==> config.mk <==
export PLATFORM = sky130hd
export DESIGN_NAME = vvp
export DESIGN_NICKNAME = d
export VERILOG_FILES = /design/src/rtl/mvu_pkg.sv /design/src/rtl/vvp_addtree.sv /design/src/rtl/vvp.sv
export SDC_FILE = /design/constraint.sdc
export NUM_CORES = 1
export LEC_CHECK = 0
export BUFFER_PORTS_ARGS = -buffer_cell sky130_fd_sc_hd__buf_2
export CORE_AREA = 2 2 132 134
export DETAILED_ROUTE_END_ITERATION = 7
export DIE_AREA = 0 0 134 136
export PLACE_DENSITY = 0.71
export SLEW_MARGIN = 5
export SYNTH_ARGS = -nofsm -noshare
export SYNTH_HDL_FRONTEND = slang
export SYNTH_SLANG_ARGS = --single-unit
==> constraint.sdc <==
create_clock -name vclk -period 13.91
set_input_delay 2.0865 -clock vclk [all_inputs]
set_output_delay 2.0865 -clock vclk [all_outputs]
set_load 0.01 [all_outputs]
==> src/rtl/mvu_pkg.sv <==
// Shared definitions for the matrix-vector unit: mode and ternary data encodings,
// plus the per-element product used by every vvp leaf.
package mvu_pkg;

  typedef enum logic [1:0] {
    MODE_BIPTERN = 2'b00,
    MODE_UNITERN = 2'b01,
    MODE_XNOR    = 2'b10,
    MODE_AND     = 2'b11
  } mode_e;

  localparam logic [1:0] D_ZERO = 2'b00;
  localparam logic [1:0] D_POS  = 2'b01;
  localparam logic [1:0] D_NEG  = 2'b11;

  localparam logic [1:0] P_ZERO = 2'b00;
  localparam logic [1:0] P_POS  = 2'b01;
  localparam logic [1:0] P_NEG  = 2'b11;

  // Product of one weight bit and one data code as a 2-bit signed value in {-1,0,+1}.
  function automatic logic [1:0] elem_prod(input mode_e mode, input logic w, input logic [1:0] d);
    logic w_nz;
    logic w_neg;
    logic d_nz;
    logic d_neg;
    w_nz  = 1'b1;
    w_neg = 1'b0;
    d_nz  = 1'b0;
    d_neg = 1'b0;
    case (mode)
      MODE_BIPTERN: begin
        w_neg = ~w;
        d_nz  = (d == D_POS) || (d == D_NEG);
        d_neg = (d == D_NEG);
      end
      MODE_UNITERN: begin
        w_nz  = w;
        d_nz  = (d == D_POS) || (d == D_NEG);
        d_neg = (d == D_NEG);
      end
      MODE_XNOR: begin
        w_neg = ~w;
        d_nz  = 1'b1;
        d_neg = ~d[0];
      end
      default: begin
        w_nz = w;
        d_nz = d[0];
      end
    endcase
    if (!(w_nz && d_nz)) begin
      return P_ZERO;
    end
    return (w_neg ^ d_neg) ? P_NEG : P_POS;
  endfunction

endpackage

==> src/rtl/vvp_addtree.sv <==
// Balanced signed adder tree over n 2-bit products; pr register stages spread over the
// cut points (after products and after each level), with extra stages biased to the narrow end.
module vvp_addtree #(
  parameter int unsigned n  = 64,
  parameter int unsigned pr = 0
) (
  input  logic                   clk,
  input  logic                   rst_n,
  input  logic [2*n-1:0]         prod,
  output logic [$clog2(n)+1:0]   sum
);

  localparam int unsigned A    = $clog2(n);
  localparam int unsigned CUTS = A + 1;

  for (genvar j = 0; j <= A; j++) begin : g_lvl
    localparam int unsigned NE = n >> j;
    localparam int unsigned WD = j + 2;
    localparam int unsigned NR = pr / CUTS + ((j >= CUTS - pr % CUTS) ? 1 : 0);

    logic [NE*WD-1:0] sum_c;
    logic [NE*WD-1:0] lvl_out;

    if (j == 0) begin : g_leaf
      assign sum_c = prod;
    end else begin : g_add
      logic [2*NE*(WD-1)-1:0] prev;
      assign prev = g_lvl[j-1].lvl_out;

      // Pairwise sign-extended add, one bit wider than the level below.
      always_comb begin
        sum_c = '0;
        for (int k = 0; k < NE; k++) begin
          sum_c[k*WD +: WD] = WD'($signed(prev[(2*k)*(WD-1) +: WD-1]))
                            + WD'($signed(prev[(2*k+1)*(WD-1) +: WD-1]));
        end
      end
    end

    if (NR == 0) begin : g_comb
      assign lvl_out = sum_c;
    end else begin : g_pipe
      logic [NE*WD-1:0] pipe_d [NR];
      logic [NE*WD-1:0] pipe_q [NR];

      always_comb begin
        pipe_d[0] = sum_c;
        for (int r = 1; r < NR; r++) begin
          pipe_d[r] = pipe_q[r-1];
        end
      end

      always_ff @(posedge clk or negedge rst_n) begin
        if (!rst_n) begin
          for (int r = 0; r < NR; r++) begin
            pipe_q[r] <= '0;
          end
        end else begin
          for (int r = 0; r < NR; r++) begin
            pipe_q[r] <= pipe_d[r];
          end
        end
      end

      assign lvl_out = pipe_q[NR-1];
    end
  end

  if (pr == 0) begin : g_nopipe
    logic unused_clk_rst;
    assign unused_clk_rst = clk ^ rst_n;
  end

  assign sum = g_lvl[A].lvl_out;

endmodule

==> src/rtl/vvp.sv <==
// Vector-vector dot product of a 1-bit weight row with a 2-bit data vector,
// one leaf of the matrix-vector product array.
module vvp
  import mvu_pkg::*;
#(
  parameter int unsigned n  = 64,
  parameter int unsigned pr = 0
) (
  input  logic                 clk,
  input  logic                 rst_n,
  input  logic [1:0]           mode,
  input  logic [n-1:0]         W,
  input  logic [2*n-1:0]       D,
  output logic [$clog2(n)+1:0] S
);

  localparam int unsigned a = $clog2(n);

  logic [2*n-1:0] prod_c;
  logic [a+1:0]   sum;

  // Products are formed before any register so mode travels with its W/D sample.
  always_comb begin
    prod_c = '0;
    for (int i = 0; i < n; i++) begin
      prod_c[2*i +: 2] = elem_prod(mode_e'(mode), W[i], D[2*i +: 2]);
    end
  end

  vvp_addtree #(
    .n  (n),
    .pr (pr)
  ) u_addtree (
    .clk   (clk),
    .rst_n (rst_n),
    .prod  (prod_c),
    .sum   (sum)
  );

  assign S = sum;

endmodule

==> results.ini <==
[place]
hpwl_um=16700
portBuffers=202
gp_congestion=0.807
preCtsSetupSlack_ns=1.33
place_area_mm2=0.00927

[worst_setup_path]
worst-path-buf-inv=8
cp_slowest_cell=buf_4
crit_type=in2out
crit_fanout=115
crit_path_frequent_cell=fa_1
cp.required_ns=11.82
cp.arrival_ns=10.49
startpoint_type=input pin
path_delay_family=adder cells
cp_slowest_stage_delay_ns=0.77
cp-end-kind=output pin

[synth]
synth-compound-area-share_pct=17.2
synth-xor-area-share_pct=8.78
muxShareOfSynthArea_pct=0
ys_top_cells_by_area=fa_1 (42%), inv_1 (12%), ha_1 (7.3%), xor2_1 (7.3%), o32a_1 (5.5%)
synth_cell_types=25
synth_top_area_share_pct=41.6
synth.avg_cell_area_um2=8.16
ys_warn_count=0
synth-simple-area-share_pct=11.2
ys_seq_area_share_pct=0
synth_fp_nets=1401
yosysTopAreaCell=fa_1
syn-cell-area_mm2=0.00808
synth_adder_area_share_pct=48.9
synth_top_family_by_area=adder cells
yosysMostFrequentCell=inv_1
syn-instance-count=990
synth_common_cells=inv_1 (260), fa_1 (168), nand2_1 (100)

[timing]
whs_ns=4.73
timing.final.crit_share_pct=90.4
tns_ns=0
finalMaxSlewViolations=0
fin_ws_ns=1.33
worst_slew_pin_slew_ns=1.08
hold_violations=0
relSlewSlack_pct=27.9
rsz0062_at_grt=false
fmax_ghz=0.0795
setup_viol=0
layout_min_cycle_time_ns=12.58

[global_route]
antenna_found_initial=1
grt_max_degree=116
gr-usage-all-layers_pct=20.3
grt_pass1_vias=6576
grt_overflow=0
grt_pass1_wl_um=30400

[hold_path]
hold_path_class=in2out

[detailed_routing]
drtPass1Iterations=4
vias=6873
drtIter0Drc=274
drc=0
post_drt_wl_per_cell_um=13.2
route.antenna.remaining_nets=0
wl_um=18300
viasPerCell=4.96

[cells_and_area]
synthToLayoutAreaGrowth_pct=14.8
final_area_mm2=0.00928
n_clock_buffer=0
fin_nets=1574
seq_cell_count=0
drive_gt1_share_pct=17.9
fillers=1623
seqCellArea_um2=0
multi_input_area_mm2=0.00695

[floorplanning]
die_height_um=136
core_region_area_mm2=0.0169
start_util_pct=47.9
die_w_um=134
boundaryPins=204
rows=48
die_area_mm2=0.0182

[clock_network]
cts_resized=0
post_cts_buffers=0
ctsHoldBuffers=0

[run]
drv_cap=0

[outcome]
status=complete, no violations

[per-layer routing]
| layer | global-route usage, % | up-vias | share of wire [%] |
|---|---|---|---|
| li1 | - | 3475 | - |
| met1 | 28.7 | 3197 | 45 |
| met2 | 35.3 | 189 | 48 |
| met3 | 1.98 | 12 | 5.6 |
| met4 | 2.01 | 0 | 1.3 |
| met5 | 0 | - | 0 |
[cell families after synthesis]
family	count (synthesis)
simple gates	196
fa+ha+maj	215
buf+inv	296
xor+xnor	81
compound gates	202
[final cells by class]
cell class                 instances  share of cell area, %
multi-input combinational        694                   74.9
timing repair buffer             207                   11.5
inverter                         260                   10.5
tap                              225                   3.03
antenna                            1                 0.0270
[tightest hold or removal path, stage by stage]
cell	delay, ns
buf_2	0.11
nand2_1	0.09
o21ai_0	0.10
ha_1	0.14
buf_2	0.12
[layout by cell type, fill, tap and decap left out, types with 2 or more instances in the layout]
master	count
nor3b_1	41
buf_4	6
a22oi_1	22
xor2_1	67
xnor2_1	14
o21ai_0	65
a21o_1	2
nand2b_1	2
o32a_1	44
nand2_1	100
o32ai_1	18
a21oi_1	47
nor2_1	50
inv_1	260
ha_1	47
buf_2	200
fa_1	168
[stage by stage]
stage / cells / util (%)
CTS: 1386 / 55.0
global route: 1387 / 55.0
finish: 1387 / 55.0
floorplan: 990 / -
global placement: 1386 / 55.0
detailed placement: 1386 / 55.0
[worst paths after layout]
| check | startpoint | to | slack, ns | cells past startpoint |
|---|---|---|---|---|
| max | mode[1] | S[7] | 1.33 | 25 |
| min | W[63] | S[0] | 4.73 | 5 |
Power is left out: the tool's default activity adds up to more than one toggle a clock period on the data nets, which glitch-free logic cannot reach.
